## src/rtl/mux_rr_scheduler_pkg.sv

```systemverilog
// Shared widths, FSM encoding and the rotating priority search used by the
// round-robin scheduler and its 4:1 datapath mux.
package mux_rr_scheduler_pkg;

  localparam int MUX_W = 4;
  localparam int N_REQ = 4;

  typedef enum logic {
    IDLE  = 1'b0,
    GRANT = 1'b1
  } state_t;

  // First set index of v when scanning ptr, ptr+1, ptr+2, ptr+3 (mod 4).
  // Returns ptr when v is empty; callers qualify with |v.
  function automatic logic [1:0] first_idx(input logic [N_REQ-1:0] v,
                                           input logic [1:0] ptr);
    logic [1:0] idx;
    first_idx = ptr;
    for (int k = N_REQ - 1; k >= 0; k--) begin
      idx = ptr + 2'(k);
      if (v[idx]) first_idx = idx;
    end
  endfunction

endpackage

```

## src/rtl/mux_rr_scheduler_if.sv

```systemverilog
// Requester-side and output-channel signals of the round-robin scheduler.
interface mux_rr_scheduler_if;
  import mux_rr_scheduler_pkg::*;

  logic [N_REQ-1:0] req;
  logic [MUX_W-1:0] i0, i1, i2, i3;
  logic [MUX_W-1:0] y;
  // A word transfers on a rising clk edge where y_valid and y_ready are both
  // high; y_valid never depends on y_ready, and ack marks that transfer.
  logic             y_valid;
  logic             y_ready;
  logic [N_REQ-1:0] gnt;
  logic [N_REQ-1:0] ack;
  logic             s0, s1;
  logic             busy;

  modport master (
    input  req, i0, i1, i2, i3, y_ready,
    output y, y_valid, gnt, ack, s0, s1, busy
  );

  modport slave (
    output req, i0, i1, i2, i3, y_ready,
    input  y, y_valid, gnt, ack, s0, s1, busy
  );

endinterface

```

## src/rtl/mux_rr_scheduler_mux4to1.sv

```systemverilog
// Existing 4:1 word mux; select index is {s1,s0}.
module mux4to1
  import mux_rr_scheduler_pkg::*;
(
  input  logic [MUX_W-1:0] i0,
  input  logic [MUX_W-1:0] i1,
  input  logic [MUX_W-1:0] i2,
  input  logic [MUX_W-1:0] i3,
  input  logic             s0,
  input  logic             s1,
  output logic [MUX_W-1:0] y
);

  always_comb begin
    case ({s1, s0})
      2'b00:   y = i0;
      2'b01:   y = i1;
      2'b10:   y = i2;
      default: y = i3;
    endcase
  end

endmodule

```

## src/rtl/mux_rr_scheduler.sv

```systemverilog
// Round-robin arbiter that owns the mux selects: grants one requester for up
// to MAX_BURST accepted words, then rotates priority to the next index.
module mux_rr_scheduler
  import mux_rr_scheduler_pkg::*;
#(
  parameter int MAX_BURST = 4
) (
  input  logic                clk,
  input  logic                reset,
  mux_rr_scheduler_if.master  bus,
  output state_t              dbg_state
);

  localparam logic [3:0] BURST_LIM = 4'(MAX_BURST);

  state_t           state;
  logic [1:0]       ptr;
  logic [1:0]       g;
  logic [3:0]       cnt;
  logic [N_REQ-1:0] gnt_q;
  logic             busy_q;

  logic             req_g;
  logic             accept;
  logic             last_word;
  logic             release_g;
  logic [1:0]       ptr_rot;
  logic [N_REQ-1:0] others;
  logic [1:0]       pick_idle;
  logic [1:0]       pick_rot;
  logic [MUX_W-1:0] y_mux;

  always_comb begin
    req_g     = bus.req[g];
    accept    = busy_q & req_g & bus.y_ready;
    last_word = accept & ((cnt + 4'd1) == BURST_LIM);
    release_g = busy_q & (last_word | ~req_g);
    ptr_rot   = g + 2'd1;
    others    = bus.req & ~(4'b0001 << g);
    pick_idle = first_idx(bus.req, ptr);
    pick_rot  = first_idx(others, ptr_rot);
  end

  // g doubles as the registered mux select and keeps its value while idle.
  always_ff @(posedge clk or posedge reset) begin
    if (reset) begin
      state  <= IDLE;
      ptr    <= 2'd0;
      g      <= 2'd0;
      cnt    <= 4'd0;
      gnt_q  <= '0;
      busy_q <= 1'b0;
    end else begin
      case (state)
        IDLE: begin
          if (|bus.req) begin
            state  <= GRANT;
            g      <= pick_idle;
            gnt_q  <= 4'b0001 << pick_idle;
            busy_q <= 1'b1;
            cnt    <= 4'd0;
          end
        end
        GRANT: begin
          if (release_g) begin
            ptr <= ptr_rot;
            cnt <= 4'd0;
            if (|others) begin
              g     <= pick_rot;
              gnt_q <= 4'b0001 << pick_rot;
            end else if (!req_g) begin
              state  <= IDLE;
              gnt_q  <= '0;
              busy_q <= 1'b0;
            end
          end else if (accept && cnt != BURST_LIM) begin
            cnt <= cnt + 4'd1;
          end
        end
        default: state <= IDLE;
      endcase
    end
  end

  mux4to1 u_mux (
    .i0 (bus.i0),
    .i1 (bus.i1),
    .i2 (bus.i2),
    .i3 (bus.i3),
    .s0 (g[0]),
    .s1 (g[1]),
    .y  (y_mux)
  );

  assign bus.y       = y_mux;
  assign bus.y_valid = busy_q & req_g;
  assign bus.ack     = gnt_q & {N_REQ{accept}};
  assign bus.gnt     = gnt_q;
  assign bus.s0      = g[0];
  assign bus.s1      = g[1];
  assign bus.busy    = busy_q;
  assign dbg_state   = state;

endmodule

```

## src/flat_wrapper.sv

```systemverilog
// flat-port wrapper written by rule: the top's interface ports become plain ports
module mux_rr_scheduler_flat import mux_rr_scheduler_pkg::*;
#(
  parameter int MAX_BURST = 4
)
  (clk, reset, dbg_state, bus_req, bus_i0, bus_i1, bus_i2, bus_i3, bus_y_ready, bus_y, bus_y_valid, bus_gnt, bus_ack, bus_s0, bus_s1, bus_busy);
  mux_rr_scheduler_if bus_i ();
  input  logic clk;
  input  logic reset;
  output state_t dbg_state;
  input wire logic [$bits(bus_i.req)-1:0] bus_req;
  input wire logic [$bits(bus_i.i0)-1:0] bus_i0;
  input wire logic [$bits(bus_i.i1)-1:0] bus_i1;
  input wire logic [$bits(bus_i.i2)-1:0] bus_i2;
  input wire logic [$bits(bus_i.i3)-1:0] bus_i3;
  input wire logic [$bits(bus_i.y_ready)-1:0] bus_y_ready;
  output wire logic [$bits(bus_i.y)-1:0] bus_y;
  output wire logic [$bits(bus_i.y_valid)-1:0] bus_y_valid;
  output wire logic [$bits(bus_i.gnt)-1:0] bus_gnt;
  output wire logic [$bits(bus_i.ack)-1:0] bus_ack;
  output wire logic [$bits(bus_i.s0)-1:0] bus_s0;
  output wire logic [$bits(bus_i.s1)-1:0] bus_s1;
  output wire logic [$bits(bus_i.busy)-1:0] bus_busy;
  assign bus_i.req = bus_req;
  assign bus_i.i0 = bus_i0;
  assign bus_i.i1 = bus_i1;
  assign bus_i.i2 = bus_i2;
  assign bus_i.i3 = bus_i3;
  assign bus_i.y_ready = bus_y_ready;
  assign bus_y = bus_i.y;
  assign bus_y_valid = bus_i.y_valid;
  assign bus_gnt = bus_i.gnt;
  assign bus_ack = bus_i.ack;
  assign bus_s0 = bus_i.s0;
  assign bus_s1 = bus_i.s1;
  assign bus_busy = bus_i.busy;
  mux_rr_scheduler #(.MAX_BURST(MAX_BURST)) u_core (.clk(clk), .reset(reset), .bus(bus_i), .dbg_state(dbg_state));
endmodule
```

## config.mk

```make
export PLATFORM = sky130hd
export DESIGN_NAME = mux_rr_scheduler_flat
export DESIGN_NICKNAME = d
export VERILOG_FILES = /design/src/rtl/mux_rr_scheduler_pkg.sv /design/src/rtl/mux_rr_scheduler_if.sv /design/src/rtl/mux_rr_scheduler_mux4to1.sv /design/src/rtl/mux_rr_scheduler.sv /design/src/flat_wrapper.sv
export SDC_FILE = /design/constraint.sdc
export NUM_CORES = 1
export LEC_CHECK = 0
export CAP_MARGIN = 20
export CORE_MARGIN = 5
export CORE_UTILIZATION = 25
export CTS_CLUSTER_DIAMETER = 40
export DETAILED_ROUTE_END_ITERATION = 8
export GPL_TIMING_DRIVEN = 1
export PLACE_DENSITY_LB_ADDON = 0.2
export RECOVER_POWER = 100
export SYNTH_ARGS = -nofsm -noshare
export SYNTH_HDL_FRONTEND = slang
export SYNTH_SLANG_ARGS = --single-unit
```

## constraint.sdc

```tcl
create_clock -name clk -period 2.5 [get_ports clk]
set_input_delay 0.375 -clock clk [delete_from_list [all_inputs] [get_ports clk]]
set_output_delay 0.375 -clock clk [all_outputs]
set_load 0.01 [all_outputs]
```

==> impl_metrics.toml, run 1 <==
[grt]
grt_pass1_wl_mm = 6.69
antenna_found_initial = 0
grt_use_total_pct = 11.3
first_global_vias = 1356
globalRoute.totalOverflow = 0
grt_max_degree = 15

[placed_design]
gp_congestion = 0.863
io_buffers = 39
placedCellCount = 274
dp.final_hpwl_mm = 3.23
pre_cts_slack_ps = 53.2

[sta]
max_freq_ghz = 0.411
finalWorstSetupSlack_ps = 65.3
layout_min_cycle_time_ps = 2430
clock_skew_ps = 6.19
hold_ws_ps = 523
rsz0062_at_grt = "no"
setup_violations = 0
worst_pin_slew_ps = 574
slew_viol_final = 0
relSlewSlack_pct = 61.7
finalSetupTns_ps = 0
hold_viol_final = 0
min_period_over_period_pct = 97.4

[clock_network]
cts_max_path_buffers = 2
cts_tree = "yes"
cts_buffers = 3
h-tree-depth = 1
cts_root_buf = "clkbuf_8"
clock-sinks = 14
cts_hold_buf = 0
clk_latency_ps = 250
path_clk_slew_ps = 60

[yosys]
synth_top_area_cell = "dfrtp_1"
ys_seq_area_share_pct = 25.7
yosysWarnings = 0
synth_top_cell_area_share_pct = 25.7
ys_async_sr_fraction_pct = 100
netlist_area_mm2 = 0.00136
synth_edf_count = 0
syn_nets = 188
ys_ff_latch = 14
synth_ff_type = "dfrtp_1"
synthDistinctLibCells = 54
syn_area_per_cell_um2 = 8.57
syn_inst = 159
synthTopCellsByArea = "dfrtp_1, ha_1, mux2i_1"

[setup_path]
worstPathMaxFanout = 6
reg2reg_from = "u_core.g[0]"
reg2reg_depth = 7
worst_setup_path_end_kind = "output port"
cp-endpoint = "bus_ack[0]"
crit_start = "bus_req[3]"
cp_common_cell = "clkdlybuf4s50_1"
crit_arrival_ps = 2060
critPathSlowestCell = "mux4_2"
worstReg2RegEnd = "u_core.bus.gnt[1]"
cpPeakStageDelay_ps = 560
crit_path_start_kind = "primary input"
path_cells = "clkdlybuf4s50_1 -> mux4_2 -> and3_1 -> clkdlybuf4s50_1"
cp.required_ps = 2120
critPathKind = "primary input to output port"
reg2reg_slack_ps = 210

[status]
outcome = "completed"

[route]
drt_first_iter_violations = 133
drc = 0
vias = 1402
dr.pass1.iters = 4
route.detailed.vias_per_inst = 5.04
wirelength_mm = 4.06
drtAntennaViolNets = 0
wire_per_inst_um = 14.6

[pwr]
clock_power_share_pct = 11.0
internal_power_mw = 1.16
seqPwrFrac_pct = 20.0
switchingPower_mw = 0.887
ir_worst_vdd_v = 0.000400
swShare_pct = 43.4
p_per_area_mw_per_mm2 = 1050
p_comb_share_pct = 69.0
cellLeakagePower_nw = 0.824

[finish]
final_util_pct = 37.3
nFillCells = 557
fin_nets = 238
drive_gt1_share_pct = 12.5
n_antenna_cell = 0
layoutNonFillerInstCount = 278
multi_input_area_um2 = 916
syn_to_final_growth_pct = 42.6
ff_latch_area_um2 = 350

[die]
die_h_um = 83.8
initial_core_util_pct = 26.2
die_area_mm2 = 0.00703
num_rows = 26
coreArea_mm2 = 0.00520
die_w_um = 83.8
ioPinCount = 40

[job]
drv_cap = 0

[worst_hold_path]
hp-start = "u_core.bus.gnt[3]"
hp-class = "flip-flop to flip-flop"
[cells by family after synthesis]
family | count (synthesis) | share of synthesized area [%]
adder cells (fa/ha/maj) | 6 | 5.51
AND/OR/NAND/NOR | 50 | 21.6
buffers and inverters | 21 | 6.80
AO/OA/AOI/OAI | 54 | 28.7
flip-flops | 14 | 25.7
XOR/XNOR | 2 | 1.29
multiplexers | 12 | 10.5
[cells in the mapped netlist (2+ instances only)]
cell and n:
nand4_1 3, nand3b_1 2, a32o_1 2, and2_1 3, mux2i_1 6, o21a_1 2, clkbuf_1 4, nand2b_1 7
a21oi_1 8, nand2_1 6, nor2_1 8, o21ai_0 9, o22a_1 3, a21o_1 3, dfrtp_1 14, buf_2 2
mux2_2 4, a222oi_1 5, a31oi_1 3, or3_1 3, a22o_1 2, inv_1 13, nor2b_1 4, ha_1 6
and3_1 4, a211oi_1 2, o22ai_1 4
[per-layer routing]
layer	share of wire (%)	GRT usage [%]
met5	0	0
met4	0	1.90
met3	5.6	2.57
met2	44	18.1
met1	50	15.6
[cell type report]
cell class | instances | share of cell area, %
multi-input cells | 124 | 47.1
clock buffers | 4 | 2.83
flip-flops and latches | 14 | 18.0
inverters | 13 | 2.51
well taps | 70 | 4.51
repair buffers | 53 | 25.0
[through the flow]
| stage | total power [mW] | instance area (um^2) |
|---|---|---|
| after global placement | 1.87 | 1900 |
| final | 2.04 | 1940 |
| after global routing | 2.22 | 1940 |
| after CTS | 2.10 | 1960 |
| after detailed placement | 1.86 | 1900 |
| after floorplan | 1.32 | 1360 |
[power groups by stage]
stage          combinational [mW]  sequential, mW  clock [mW]
6_report                     1.41           0.409       0.225
5_1_grt                      1.54           0.431       0.245
4_1_cts                      1.45           0.411       0.231
3_5_place_dp                 1.44           0.415           0
3_3_place_gp                 1.45           0.417           0
2_1_floorplan               0.894           0.421           0
[worst max-delay path, delay by kind of cell]
kind,cells,cell delay [ps]
multiplexers,1,560
buffers and inverters,2,900
AND/OR/NAND/NOR,1,220
[what timing repair did]
action	CTS	global route
buffers inserted	0	0
resized for setup	0	2
endpoints found under the setup margin	0	3
[state kept, by name, indices dropped and copies added, names as in the netlist]
register and count:
u_core.g 2, u_core.cnt 4, u_core.bus.busy 1, u_core.dbg_state 1
u_core.ptr 2, u_core.bus.gnt 4
[placed cells by master (no fill, tap or decap), drive strengths merged, types with 4 or more instances in the layout]
cell type and n:
clkdlybuf4s50 31, dfrtp 14, inv 13, buf 11
o21ai 10, nor2 9, a21oi 9, dlygate4sd3 8
nand2b 7, clkbuf 7, nand2 6, mux2i 6
ha 6, a222oi 5, mux2 5, nor2b 4
o22ai 4, and3 4, and2 4
[worst min-delay path by stage]
stage | endpoint | depth (start not counted)
2_1_floorplan | u_core.bus.busy | 1
3_3_place_gp | u_core.ptr[0] | 2
3_5_place_dp | u_core.ptr[0] | 2
4_1_cts | u_core.cnt[0] | 2
5_1_grt | u_core.bus.gnt[3] | 1
6_report | u_core.bus.gnt[3] | 1
(Power assumes the default switching activity.)
==> run 2: changes to the inputs <==
--- a/config.mk
+++ b/config.mk
@@ -5,6 +5,7 @@
 export SDC_FILE = /design/constraint.sdc
 export NUM_CORES = 1
 export LEC_CHECK = 0
+export ABC_CLOCK_PERIOD_IN_PS = 2500
 export CAP_MARGIN = 20
 export CORE_MARGIN = 5
 export CORE_UTILIZATION = 25
==> results of run 2 <==
No change in the layout: final DEF, timing and power equal those of run 1.
==> run 3: changes to the inputs <==
--- a/config.mk
+++ b/config.mk
@@ -11,6 +11,7 @@
 export CORE_UTILIZATION = 25
 export CTS_CLUSTER_DIAMETER = 40
 export DETAILED_ROUTE_END_ITERATION = 8
+export GPL_ROUTABILITY_DRIVEN = 1
 export GPL_TIMING_DRIVEN = 1
 export PLACE_DENSITY_LB_ADDON = 0.2
 export RECOVER_POWER = 100
==> results of run 3 <==
No change in the layout: final DEF, timing and power equal those of run 1.
